**config.mk**
```make
export PLATFORM = sky130hd
export DESIGN_NAME = key_sw_device
export DESIGN_NICKNAME = d
export VERILOG_FILES = /design/src/rtl/key_sw_device_pkg.sv /design/src/rtl/key_sw_device_debounce_sync.sv /design/src/rtl/key_sw_device.sv
export SDC_FILE = /design/constraint.sdc
export NUM_CORES = 1
export LEC_CHECK = 0
export ABC_AREA = 1
export CELL_PAD_IN_SITES_DETAIL_PLACEMENT = 1
export CELL_PAD_IN_SITES_GLOBAL_PLACEMENT = 2
export CORE_ASPECT_RATIO = 0.6
export CORE_MARGIN = 2
export CORE_UTILIZATION = 30
export CTS_CLUSTER_SIZE = 40
export DETAILED_ROUTE_END_ITERATION = 10
export PLACE_DENSITY = 0.82
export SYNTH_ARGS = -nofsm -noshare
export SYNTH_HDL_FRONTEND = slang
export SYNTH_SLANG_ARGS = --single-unit
```
**constraint.sdc**
```tcl
create_clock -name clk -period 3.67 [get_ports clk]
set_clock_uncertainty 0.2 [all_clocks]
set_input_delay 0.734 -clock clk [delete_from_list [all_inputs] [get_ports clk]]
set_output_delay 0.734 -clock clk [all_outputs]
set_load 0.03 [all_outputs]
```
**src/rtl/key_sw_device_pkg.sv**
```systemverilog
// Shared constants for the KEY/SW bus responder: register map, control bit
// positions, default read value and the control word packer.
package key_sw_device_pkg;

    localparam logic [31:0] ADDR_KDATA = 32'hF0000010;
    localparam logic [31:0] ADDR_SDATA = 32'hF0000014;
    localparam logic [31:0] ADDR_KCTRL = 32'hF0000110;
    localparam logic [31:0] ADDR_SCTRL = 32'hF0000114;

    localparam int CTRL_READY_BIT = 0;
    localparam int CTRL_OVR_BIT   = 2;
    localparam int CTRL_IE_BIT    = 4;

    // Returned for any address that is not one of ours.
    localparam logic [31:0] DEFAULT_RDATA = 32'hDEADBEEF;

    typedef enum logic [2:0] {
        REG_NONE  = 3'd0,
        REG_KDATA = 3'd1,
        REG_SDATA = 3'd2,
        REG_KCTRL = 3'd3,
        REG_SCTRL = 3'd4
    } reg_sel_e;

    // Pack the three status/control bits into the bus-visible control word.
    function automatic logic [31:0] ctrl_word(input logic ie, input logic ovr, input logic rdy);
        logic [31:0] w;
        w                 = 32'h0000_0000;
        w[CTRL_IE_BIT]    = ie;
        w[CTRL_OVR_BIT]   = ovr;
        w[CTRL_READY_BIT] = rdy;
        return w;
    endfunction

endpackage

```
**src/rtl/key_sw_device_debounce_sync.sv**
```systemverilog
// Two-flop synchroniser followed by a candidate/counter debouncer. A new
// value is accepted only after it has been stable for DEBOUNCE_CYCLES
// cycles; acceptance raises event_pulse for exactly one cycle.
module debounce_sync
    import key_sw_device_pkg::*;
#(
    parameter int W               = 4,
    parameter int DEBOUNCE_CYCLES = 100000,
    parameter int CNTBITS         = 17
) (
    input  logic         clk,
    input  logic         reset_n,
    input  logic [W-1:0] din,
    output logic [W-1:0] accepted,
    output logic         event_pulse
);

    localparam logic [CNTBITS-1:0] CNT_LAST = CNTBITS'(DEBOUNCE_CYCLES - 1);
    localparam logic [CNTBITS-1:0] CNT_ONE  = CNTBITS'(1);

    logic [W-1:0]       sync1_r;
    logic [W-1:0]       sync2_r;
    logic [W-1:0]       cand_r;
    logic [W-1:0]       acc_r;
    logic [CNTBITS-1:0] cnt_r;
    logic               evt_r;

    // Synchronise, track the candidate value and accept it once stable.
    always_ff @(posedge clk or negedge reset_n) begin
        if (!reset_n) begin
            sync1_r <= '0;
            sync2_r <= '0;
            cand_r  <= '0;
            acc_r   <= '0;
            cnt_r   <= '0;
            evt_r   <= 1'b0;
        end else begin
            sync1_r <= din;
            sync2_r <= sync1_r;
            if (sync2_r != cand_r) begin
                // Any change restarts the stability window.
                cand_r <= sync2_r;
                cnt_r  <= '0;
                evt_r  <= 1'b0;
            end else begin
                if (cnt_r != CNT_LAST) begin
                    cnt_r <= cnt_r + CNT_ONE;
                end else begin
                    cnt_r <= cnt_r;
                end
                if ((cnt_r == CNT_LAST) && (cand_r != acc_r)) begin
                    acc_r <= cand_r;
                    evt_r <= 1'b1;
                end else begin
                    evt_r <= 1'b0;
                end
            end
        end
    end

    assign accepted    = acc_r;
    assign event_pulse = evt_r;

endmodule

```
**src/rtl/key_sw_device.sv**
```systemverilog
// Memory-mapped KEY/SW responder: debounced data registers, per-group
// Ready/Overrun/IE status, bus decode and a registered level interrupt.
module key_sw_device
    import key_sw_device_pkg::*;
#(
    parameter int               DBITS           = 32,
    parameter logic [DBITS-1:0] ADDRKDATA       = ADDR_KDATA,
    parameter logic [DBITS-1:0] ADDRSDATA       = ADDR_SDATA,
    parameter logic [DBITS-1:0] ADDRKCTRL       = ADDR_KCTRL,
    parameter logic [DBITS-1:0] ADDRSCTRL       = ADDR_SCTRL,
    parameter int               DEBOUNCE_CYCLES = 100000,
    parameter int               CNTBITS         = 17
) (
    input  logic             clk,
    input  logic             reset_n,
    input  logic [3:0]       KEY,
    input  logic [9:0]       SW,
    input  logic [DBITS-1:0] addr,
    input  logic [DBITS-1:0] wrdata,
    input  logic             we,
    input  logic             re,
    output logic [DBITS-1:0] rddata,
    output logic             sel,
    output logic             irq
);

    logic [3:0] k_acc_s;
    logic       k_evt_s;
    logic [9:0] s_acc_s;
    logic       s_evt_s;
    reg_sel_e   reg_sel_s;
    logic [DBITS-1:0] rddata_s;
    logic       rd_s;
    logic       k_data_rd_s, s_data_rd_s, k_ctrl_wr_s, s_ctrl_wr_s;
    logic       k_ready_r, k_ovr_r, k_ie_r;
    logic       s_ready_r, s_ovr_r, s_ie_r;
    logic       irq_r;
    logic       unused_wrdata_s;

    // Keys are active-low on the board; the register reports pressed as 1.
    debounce_sync #(.W(4), .DEBOUNCE_CYCLES(DEBOUNCE_CYCLES), .CNTBITS(CNTBITS)) u_key_db (
        .clk         (clk),
        .reset_n     (reset_n),
        .din         (~KEY),
        .accepted    (k_acc_s),
        .event_pulse (k_evt_s)
    );

    debounce_sync #(.W(10), .DEBOUNCE_CYCLES(DEBOUNCE_CYCLES), .CNTBITS(CNTBITS)) u_sw_db (
        .clk         (clk),
        .reset_n     (reset_n),
        .din         (SW),
        .accepted    (s_acc_s),
        .event_pulse (s_evt_s)
    );

    // Address decode to one of the four registers.
    always_comb begin
        reg_sel_s = REG_NONE;
        if (addr == ADDRKDATA) begin
            reg_sel_s = REG_KDATA;
        end else if (addr == ADDRSDATA) begin
            reg_sel_s = REG_SDATA;
        end else if (addr == ADDRKCTRL) begin
            reg_sel_s = REG_KCTRL;
        end else if (addr == ADDRSCTRL) begin
            reg_sel_s = REG_SCTRL;
        end else begin
            reg_sel_s = REG_NONE;
        end
    end

    // Read mux; data follows addr in the same cycle.
    always_comb begin
        rddata_s = DBITS'(DEFAULT_RDATA);
        case (reg_sel_s)
            REG_KDATA: rddata_s = DBITS'({28'h0, k_acc_s});
            REG_SDATA: rddata_s = DBITS'({22'h0, s_acc_s});
            REG_KCTRL: rddata_s = DBITS'(ctrl_word(k_ie_r, k_ovr_r, k_ready_r));
            REG_SCTRL: rddata_s = DBITS'(ctrl_word(s_ie_r, s_ovr_r, s_ready_r));
            default:   rddata_s = DBITS'(DEFAULT_RDATA);
        endcase
    end

    // A simultaneous read and write is treated as a write only.
    assign rd_s        = re & ~we;
    assign k_data_rd_s = rd_s & (reg_sel_s == REG_KDATA);
    assign s_data_rd_s = rd_s & (reg_sel_s == REG_SDATA);
    assign k_ctrl_wr_s = we & (reg_sel_s == REG_KCTRL);
    assign s_ctrl_wr_s = we & (reg_sel_s == REG_SCTRL);

    // KEY status: a new event always wins over a clearing access.
    always_ff @(posedge clk or negedge reset_n) begin
        if (!reset_n) begin
            k_ready_r <= 1'b0;
            k_ovr_r   <= 1'b0;
            k_ie_r    <= 1'b0;
        end else begin
            if (k_evt_s) begin
                k_ready_r <= 1'b1;
            end else if (k_data_rd_s) begin
                k_ready_r <= 1'b0;
            end else begin
                k_ready_r <= k_ready_r;
            end
            // A read in the event cycle consumed the old value: no overrun.
            if (k_evt_s && k_ready_r && !k_data_rd_s) begin
                k_ovr_r <= 1'b1;
            end else if (k_ctrl_wr_s && !wrdata[CTRL_OVR_BIT]) begin
                k_ovr_r <= 1'b0;
            end else begin
                k_ovr_r <= k_ovr_r;
            end
            if (k_ctrl_wr_s) begin
                k_ie_r <= wrdata[CTRL_IE_BIT];
            end else begin
                k_ie_r <= k_ie_r;
            end
        end
    end

    // SW status: same rules as the KEY group.
    always_ff @(posedge clk or negedge reset_n) begin
        if (!reset_n) begin
            s_ready_r <= 1'b0;
            s_ovr_r   <= 1'b0;
            s_ie_r    <= 1'b0;
        end else begin
            if (s_evt_s) begin
                s_ready_r <= 1'b1;
            end else if (s_data_rd_s) begin
                s_ready_r <= 1'b0;
            end else begin
                s_ready_r <= s_ready_r;
            end
            if (s_evt_s && s_ready_r && !s_data_rd_s) begin
                s_ovr_r <= 1'b1;
            end else if (s_ctrl_wr_s && !wrdata[CTRL_OVR_BIT]) begin
                s_ovr_r <= 1'b0;
            end else begin
                s_ovr_r <= s_ovr_r;
            end
            if (s_ctrl_wr_s) begin
                s_ie_r <= wrdata[CTRL_IE_BIT];
            end else begin
                s_ie_r <= s_ie_r;
            end
        end
    end

    // Level interrupt, registered so it trails the status bits by one cycle.
    always_ff @(posedge clk or negedge reset_n) begin
        if (!reset_n) begin
            irq_r <= 1'b0;
        end else begin
            irq_r <= (k_ie_r & k_ready_r) | (s_ie_r & s_ready_r);
        end
    end

    // Only the IE and Overrun bits of a control write carry meaning.
    assign unused_wrdata_s = ^{wrdata[DBITS-1:5], wrdata[3], wrdata[1:0]};

    assign rddata = rddata_s;
    assign sel    = (reg_sel_s != REG_NONE);
    assign irq    = irq_r;

endmodule

```
[Word-level counts from Yosys, hierarchy flattened]
Cells that the tools add are included.
Storage, ports and cells
  bits of input ports: 82
  register bits: 99
Cells by class
  add/subtract/negate cells: 2
  bitwise logic cells: 12
  reductions and logical operators: 20
  equal/unequal tests: 16
  mux-type cells: 21
Operators with widths (number)
  equality test 32 bit, second input constant: 4
  case mux 32 bit (4 select lines): 1
  2-to-1 mux 17 bit: 4
  adder 17 x 1 -> 17 bit, second input constant: 2
  equality test 17 bit, second input constant: 2
  inequality test 17 bit, second input constant: 2
  inequality test 10 bit: 2
  2-to-1 mux 1 bit: 12
  2-to-1 mux 3 bit: 4
  nonzero test 2 bit: 6
  logical AND 1 bit: 8
  inequality test 4 bit: 2
  bitwise AND 1 bit: 7
  equality test 3 x 2 -> 1 bit, second input constant: 2
  inverter 4 bit: 1
  AND reduction 2 bit: 2
  equality test 3 x 1 -> 1 bit, second input constant: 1
  equality test 3 bit, second input constant: 1
  zero test 1 bit: 3
  inverter 1 bit: 3
  nonzero test 3 bit: 1
  bitwise OR 1 bit: 1

[Logic depth before layout (Yosys ltp)]
Gate-level depths: netlist of run 1.
  word-level depth: 10
  gate-level depth with buffers: 10

[Modules after synthesis]
From an unflattened synthesis of run 1, not the netlist that was laid out.
Second synthesis, totals
  cells, all modules: 652
  area, all modules: 5163.7 µm²
Modules (own cells, without submodules)
  debounce_sync (u_sw_db): times used 1, cells each 283, seq. area each 1451.4 µm², area each 2504.9 µm²
  debounce_sync (u_key_db): times used 1, cells each 190, seq. area each 850.8 µm², area each 1636.6 µm²
  key_sw_device: times used 1, cells each 179, seq. area each 175.2 µm², area each 1022.2 µm²

[Worst setup path after synthesis of run 1]
Ideal clock, no wire load.
  kind: in2out
  from: input port addr[0]
  to: output port rddata[11]
  required time: 2.736 ns
  path buffers: 1
  stages: 9
  arrival: 2.302 ns
  setup slack: 0.434 ns
  cell sequence: inv_1 > nand2_1 > nor2_1 > nand2_1 > nor2_1 > nand2_1 > nand4_2 > inv_1 > buf_4
Between the ends
  cells in the longest elaborated chain, start to end: 7
  elaborated cells between the ends (all ways): 13
  classes of those cells: 8 x eq/ne; 5 x mux
Ends and longest elaborated chain
  start, declared: RTL line key_sw_device.sv:18  | input logic [DBITS-1:0] addr,
  equality test 32 bit: RTL line key_sw_device.sv:66  | end else if (addr == ADDRSCTRL) begin
  2-to-1 mux 3 bit: RTL line key_sw_device.sv:66
  2-to-1 mux 3 bit: RTL line key_sw_device.sv:64  | end else if (addr == ADDRKCTRL) begin
  2-to-1 mux 3 bit: RTL line key_sw_device.sv:62  | end else if (addr == ADDRSDATA) begin
  2-to-1 mux 3 bit (*): RTL line key_sw_device.sv:60  | if (addr == ADDRKDATA) begin
  equality test 3 bit (tied with other cells): RTL line key_sw_device.sv:76  | case (reg_sel_s)
  case mux 32 bit (4 select lines) (*): RTL line key_sw_device.sv:76
  end, declared: RTL line key_sw_device.sv:22  | output logic [DBITS-1:0] rddata,
Every way passes the cells marked *; elsewhere a longest branch is shown, timed or not.

[Worst setup path after layout of run 1]
  from: input port addr[28]
  to: output port rddata[0]
Same word-level chain as after synthesis.

==> summary.md, run 1 <==
| Metric | Value |
|---|---|
| Outcome | complete, no violations |
| Syn-to-layout area delta | 24.2% |
| Setup-failing EPs final | 0 |
| Util after Layout | 37.9% |
| CP top delay family | buffers and inverters |
| CTS tree | built |
| Sequential Area | 0.00248 sq mm |
| Setup CP Type | in2out |
| DP Worst Slack | -0.204 ns |
| CTS Buf Count | 9 |
| Critical-path cell list | clkdlybuf4s50_1, nand2_1, nor2_1, nand3_1, nor2_4, nand2_1, nand4_2, buf_4, nand2_1, clkdlybuf4s15_1 |
| WP buf/inv | 3 |
| Grt total ovfl | 0 |
| Post-Synthesis Cells | 604 |
| Final std cells w/o fill | 883 |
| DIE AREA | 0.0175 sq mm |
| Inst Count DP | 868 |
| Routed vias | 4,028 |
| Most frequent cells in the layout | nand2_1, dfrtp_1, inv_1 |
| # rows | 36 |
| P_int | 1650 uW |
| WHS Path Cells | 0 |
| Main flop type after synthesis | dfrtp_1 |
| Psw | 535 uW |
| PwrDens | 358 mW/mm^2 |
| Critical path depth | 10 |
| Post-synthesis sequential area ratio | 50.4% |
| Clock-pin slew on the worst setup and hold paths | 0.07 ns |
| Hold crit path type | reg2reg |
| ANT nets after route | 0 |
| Ys Warns | 0 |
| Comb pwr share | 6.2% |
| Dpl hpwl | 9.67 mm |
| Routed WL per cell | 14.3 um |
| Post-Route WL | 12.6 mm |
| Syn Area/Cell | 8.14 sq um |
| Crit path max-delay cell type | clkdlybuf4s50_1 |
| Clock share of power | 42.1% |
| # nets final | 754 |
| Initial Util | 30.5% |
| Total of max-cap violations | 0 |
| DRC | 0 |
| Worst-Margin Slew | 0.816 ns |
| Fin. max-slew vios | 0 |
| Most common cell after layout, fill and taps aside | nand2_1 |
| CP startpoint kind | primary input |
| Worst-Skew Late Latency | 0.34 ns |
| Post-route setup slack | 0.163 ns |
| Clock Path Buffers | 2 |
| First-pass GRT wire length | 21.2 mm |
| Power, Total | 2190 uW |
| Largest net degree at the start of global routing | 63 |
| Slew headroom | 45.6% |
| # diodes | 0 |
| Root buffer cell | clkbuf_16 |
| Seq pwr share | 51.7% |
| Seq cells post-synth | 99 |
| Vias in the first global route | 4,170 |
| Die Y | 103 um |
| Multi-input combinational cell area | 0.00190 sq mm |
| RD Place Congestion | 0.842 |
| RSZ-0062 raised after global routing | yes |
| Port Buf Inserts | 79 |
| Peak Freq | 285 MHz |
| I/O pin cnt | 116 |
| Reg2reg path depth | 8 |
| Fraction of registers with async set/reset | 100% |
| Vias per inst | 4.56 |
| Mapped Area | 0.00492 sq mm |
| Die Width | 169 um |
| Iter 0 DRT Violations | 230 |
| Count of cell types in the netlist | 42 |
| Fraction of layout cells with a size suffix above 1 | 8.46% |
| Critical Path Sink Type | output port |
| Total Routing Usage GR | 15.4% |
| # clock sinks | 99 |
| Post-synth EDFFs | 0 |
| VDD IR max | 204 uV |
| Sw frac | 24.4% |
| Crit-path max FO | 5 |
| H-tree depth | 3 |
| Final count of hold timing violations | 0 |
| Min Tclk post-route | 3.51 ns |
| Fill cell count | 1,922 |
| Initial antenna violation count | 0 |
| Most common cell on crit path | nand2_1 |
| CORE AREA | 0.0161 sq mm |
| Tcrit/Tclk final | 95.6% |
| Max incr delay on CP | 0.47 ns |
| Pre-antenna DRT Iters | 4 |
| Crit path DAT | 2.57 ns |
| Lkg Pwr | 0.00279 uW |
| Required time of the critical path | 2.74 ns |
==> area by class of cell <==
cell class                 instances  share of cell area, %
clock inverter                     6                   1.00
sequential                        99                   40.5
tap                              209                   4.28
clock buffer                       9                   3.69
timing repair buffer              92                   14.5
multi-input combinational        387                   31.0
inverter                          81                   5.00
==> synthesized netlist by cell type (all sizes together), types with 2 or more instances <==
library cell / number / share of area (%)
nand3b: 2 / 0.31
xor2: 18 / 3.2
ha: 2 / 0.51
clkinv: 3 / 0.25
a21oi: 15 / 1.7
o21ai: 22 / 2.3
inv: 78 / 6.0
dfrtp: 99 / 50
nand2: 154 / 12
nor2: 76 / 6.4
clkbuf: 15 / 1.1
buf: 27 / 4.3
or2: 3 / 0.38
nand4: 27 / 3.6
nand3: 38 / 4.2
nor3: 10 / 1.3
xnor2: 6 / 1.1
==> kinds of logic after synthesis <==
logic type / synth area share [%]
and+or+nand+nor: 28.3
other: 0.0763
xor gates and xnor gates: 4.27
buffers and inverters: 11.7
AOI/OAI and AO/OA: 4.81
DFF: 50.4
adders and majority gates: 0.509
==> power groups by stage <==
stage,sequential [uW],combinational [uW],clock [uW]
2_1_floorplan,1150,56.5,0
3_3_place_gp,1150,134,0
3_5_place_dp,1150,139,0
4_1_cts,1130,140,947
5_1_grt,1140,154,996
6_report,1130,136,920
==> layer usage <==
layer	vias to the layer above	routed length, um	part of all wire, %	global-route usage, %
li1	1994	-	-	-
met1	1963	6610	52	21.8
met2	63	5510	44	25.0
met3	8	423	3.3	3.01
met4	0	95	0.75	3.35
met5	-	0	0	0
==> through the flow <==
| step | TNS, ns | cell area [sq um] | hold slack [ns] |
|---|---|---|---|
| after global routing | -0.443 | 6110 | 0.162 |
| after floorplan | 0 | 4940 | 0.131 |
| after global placement | -2.38 | 5840 | 0.131 |
| after detailed placement | -3.67 | 5840 | 0.137 |
| final | 0 | 6110 | 0.152 |
| after CTS | 0 | 6100 | 0.155 |
==> path summary, 6_finish.rpt <==
check,start,endpoint,slack [ns]
min in group asynchronous,reset_n,u_key_db.sync1_r[2],0.28
max in group asynchronous,reset_n,u_sw_db.cnt_r[3],2.30
setup / recovery,addr[28],rddata[0],0.16
hold / removal,u_sw_db.sync1_r[3],u_sw_db.sync2_r[3],0.15
setup reg to reg,u_sw_db.cnt_r[0],u_sw_db.accepted[6],1.44
hold reg to reg,u_sw_db.sync1_r[3],u_sw_db.sync2_r[3],0.15
==> registers in the layout, summed over array words and instances, names as in the netlist, 4 cells and up <==
signal / count
u_sw_db.accepted: 10
u_key_db.accepted: 4
u_sw_db.sync1_r: 10
u_key_db.cnt_r: 17
u_sw_db.sync2_r: 10
u_key_db.sync2_r: 4
u_key_db.sync1_r: 4
u_sw_db.cnt_r: 17
u_key_db.cand_r: 4
u_sw_db.cand_r: 10
==> timing repair <==
action                                  CTS  global route
endpoints found under the setup margin   21            22
hold buffers                              0             0
resized for setup                        21             4
setup buffers                             0             0
(Power assumes the default switching activity.)
==> inputs of run 2 (changes only) <==
--- a/config.mk
+++ b/config.mk
@@ -5,7 +5,7 @@
 export SDC_FILE = /design/constraint.sdc
 export NUM_CORES = 1
 export LEC_CHECK = 0
-export ABC_AREA = 1
+export ABC_AREA = 0
 export CELL_PAD_IN_SITES_DETAIL_PLACEMENT = 1
 export CELL_PAD_IN_SITES_GLOBAL_PLACEMENT = 2
 export CORE_ASPECT_RATIO = 0.6
@@ -13,7 +13,7 @@
 export CORE_UTILIZATION = 30
 export CTS_CLUSTER_SIZE = 40
 export DETAILED_ROUTE_END_ITERATION = 10
-export PLACE_DENSITY = 0.82
+export PLACE_DENSITY = 0.76
 export SYNTH_ARGS = -nofsm -noshare
 export SYNTH_HDL_FRONTEND = slang
 export SYNTH_SLANG_ARGS = --single-unit
==> summary.md, run 2 <==
| Metric | Value |
|---|---|
| Share of the synthesized area in the top cell type | 55.6% |
| Tcrit/Tclk final | 95.6% |
| Routed WL per cell | 15.6 um |
| Seq cells post-synth | 99 |
| Min Tclk post-route | 3.51 ns |
| Port Buf Inserts | 79 |
| Fin. max-slew vios | 0 |
| CP Launch Point | addr[28] |
| CP startpoint kind | primary input |
| Total of max-cap violations | 0 |
| Syn Area/Cell | 11.5 sq um |
| Die Y | 98.4 um |
| Fill cell count | 1,543 |
| Top post-synthesis cells by count | dfrtp_1, nor2_1, xor2_1, nand2_1, xnor2_1 |
| Slew headroom | 48.6% |
| Post-Route WL | 10.2 mm |
| I/O pin cnt | 116 |
| Worst-Margin Slew | 0.772 ns |
| Required time of the critical path | 2.74 ns |
| Pre-antenna DRT Iters | 4 |
| Worst-Skew Late Latency | 0.35 ns |
| Final count of hold timing violations | 0 |
| Initial Util | 30.7% |
| Clock Path Buffers | 2 |
| Mux cell area share after synthesis | 7.25% |
| Ys Warns | 0 |
| Post-synth EDFFs | 0 |
| Routed vias | 2,990 |
| DRC | 0 |
| # nets final | 533 |
| # diodes | 0 |
| Post-route setup slack | 0.161 ns |
| Seq pwr share | 50.7% |
| Hold path startpoint | u_key_db.sync1_r[2] |
| PwrDens | 394 mW/mm^2 |
| DP Worst Slack | -0.0358 ns |
| Top cells by area, synth | dfrtp_1, xor2_1, xnor2_1, buf_4, mux2_4 |
| Most frequent cells in the layout | dfrtp_1, clkdlybuf4s50_1, nor2_1 |
| # clock sinks | 99 |
| Clock share of power | 43.1% |
| Post-synthesis sequential area ratio | 55.6% |
| H-tree depth | 3 |
| Grt total ovfl | 0 |
| Post-synth top area cell | dfrtp_1 |
| Fraction of registers with async set/reset | 100% |
| Main flop type after synthesis | dfrtp_1 |
| Synth Area in XOR/XNOR | 10.8% |
| Vias per inst | 4.59 |
| Clock-pin slew on the worst setup and hold paths | 0.07 ns |
| Most common cell after layout, fill and taps aside | dfrtp_1 |
| Syn-to-layout area delta | 27.3% |
| Setup-failing EPs final | 0 |
| Iter 0 DRT Violations | 113 |
| Post-CTS Setup Repair Bufs | 0 |
| RSZ-0062 raised after global routing | no |
| Root buffer cell | clkbuf_16 |
| Psw | 546 uW |
| Hold crit path type | reg2reg |
| CORE AREA | 0.0145 sq mm |
| Synth Area in Compound Gates | 2.53% |
| Crit path DAT | 2.57 ns |
| Final std cells w/o fill | 652 |
| Largest family of logic cells by synthesized area | simple AND/OR/NAND/NOR gates |
| Mapped Area | 0.00445 sq mm |
| Setup CP Type | in2out |
| Peak Freq | 285 MHz |
| Sw frac | 24.4% |
| CTS tree | built |
| Count of cell types in the netlist | 42 |
| Vias in the first global route | 3,200 |
| Post-Synthesis Cells | 386 |
| Comb pwr share | 6.2% |
| Critical Path Sink Type | output port |
| CTS Buf Count | 9 |
| Fraction of layout cells with a size suffix above 1 | 11.9% |
| Total Routing Usage GR | 13.6% |
| Largest registers | u_key_db.cnt_r: 17 flops, u_sw_db.cnt_r: 17 flops |
| Dpl hpwl | 7.48 mm |
| Largest net degree at the start of global routing | 60 |
| ANT nets after route | 0 |
| Die Width | 161 um |
| RD Place Congestion | 0.810 |
| First-pass GRT wire length | 16.8 mm |
| Crit-path max FO | 6 |
| DIE AREA | 0.0159 sq mm |
| Total negative slack | 0 ns |
| Most common cell in the netlist | dfrtp_1 |
| VDD IR max | 199 uV |
| Outcome | complete, no violations |
| Initial antenna violation count | 0 |
| P_int | 1690 uW |
| # rows | 34 |
| Inst Count DP | 636 |
| Reg-to-reg startpoint | u_sw_db.cnt_r[0] |
| Adder-Cell Fraction of Synth Area | 0.562% |
| Lkg Pwr | 0.00235 uW |
| Simple-Gate Fraction of Synth Area | 16.8% |
-- run 2: cell types whose count changed after synthesis, moves of 12 or more --
cell	previous run	this run
xor2_1	18	30
nand2_1	154	28
nand3_1	35	8
nor2_1	72	39
nand4_1	26	13
xnor2_1	6	25
o21ai_0	16	3
inv_1	73	8
-- run 2: metrics by stage --
step / area [sq um] / hold WS [ns] / total power, uW / utilization [%]
2_1_floorplan: 4470 / 0.131 / 1210 / -
3_3_place_gp: 5330 / 0.132 / 1290 / 36.7
3_5_place_dp: 5330 / 0.136 / 1300 / 36.7
4_1_cts: 5620 / 0.154 / 2270 / 38.8
5_1_grt: 5670 / 0.160 / 2320 / 39.1
6_report: 5670 / 0.151 / 2230 / 39.1
-- run 2: cell type report --
class,count,area (sq um),share of cell area (%)
sequential,99,2480,43.7
multi-input combinational,240,1720,30.3
timing repair buffer,90,888,15.7
tap,198,248,4.37
clock buffer,10,239,4.21
clock inverter,6,65.1,1.15
inverter,9,33.8,0.596
-- run 2: routing by layer --
metal / vias to the layer above / GRT usage (%) / share of wire [%]
met5: - / 0 / 0
met2: 66 / 21.2 / 45
met4: 0 / 3.98 / 1.2
li1: 1405 / - / -
met3: 10 / 3.95 / 4.6
met1: 1509 / 18.5 / 50
-- run 2: final timing paths --
| check | to | slack, ns | cells past startpoint |
|---|---|---|---|
| setup / recovery | rddata[3] | 0.16 | 8 |
| hold / removal | u_key_db.sync2_r[2] | 0.15 | 0 |
| setup reg to reg | u_sw_db.accepted[9] | 0.84 | 6 |
| hold reg to reg | u_key_db.sync2_r[2] | 0.15 | 0 |
| max in group asynchronous | u_key_db.cnt_r[6] | 2.30 | 2 |
| min in group asynchronous | u_key_db.sync1_r[0] | 0.25 | 1 |
-- run 2: cell families after synthesis --
kind of cell	Yosys count
muxes	24
xor gates and xnor gates	55
AOI/OAI and AO/OA	17
DFF	99
buffers and inverters	52
and+or+nand+nor	136
other	1
adders and majority gates	2
-- run 2: timing repair --
| action | 4_1_cts | 5_1_grt |
|---|---|---|
| resized for setup | 4 | 17 |
| hold buffers | 0 | 0 |
| endpoints found under the setup margin | 4 | 17 |
-- run 2: critical path: stages --
cell and delay, ns:
clkdlybuf4s50_1 0.44, nor4bb_1 0.29, nand4_1 0.24, nor2_2 0.18, buf_4 0.19, buf_4 0.13
o21ai_0 0.14, buf_4 0.21
-- run 2: power groups by stage --
stage          Combinational (uW)  Sequential (uW)  Clock [uW]
6_report                      138             1130         964
5_1_grt                       152             1140        1030
4_1_cts                       142             1130         998
3_3_place_gp                  137             1150           0
3_5_place_dp                  141             1150           0
2_1_floorplan                57.6             1150           0
==> inputs of run 3 (changes only) <==
--- a/config.mk
+++ b/config.mk
@@ -6,6 +6,7 @@
 export NUM_CORES = 1
 export LEC_CHECK = 0
 export ABC_AREA = 0
+export CAP_MARGIN = 10
 export CELL_PAD_IN_SITES_DETAIL_PLACEMENT = 1
 export CELL_PAD_IN_SITES_GLOBAL_PLACEMENT = 2
 export CORE_ASPECT_RATIO = 0.6
==> results of run 3 <==
Same layout as run 2: the final DEF is identical, and so are final timing and power.
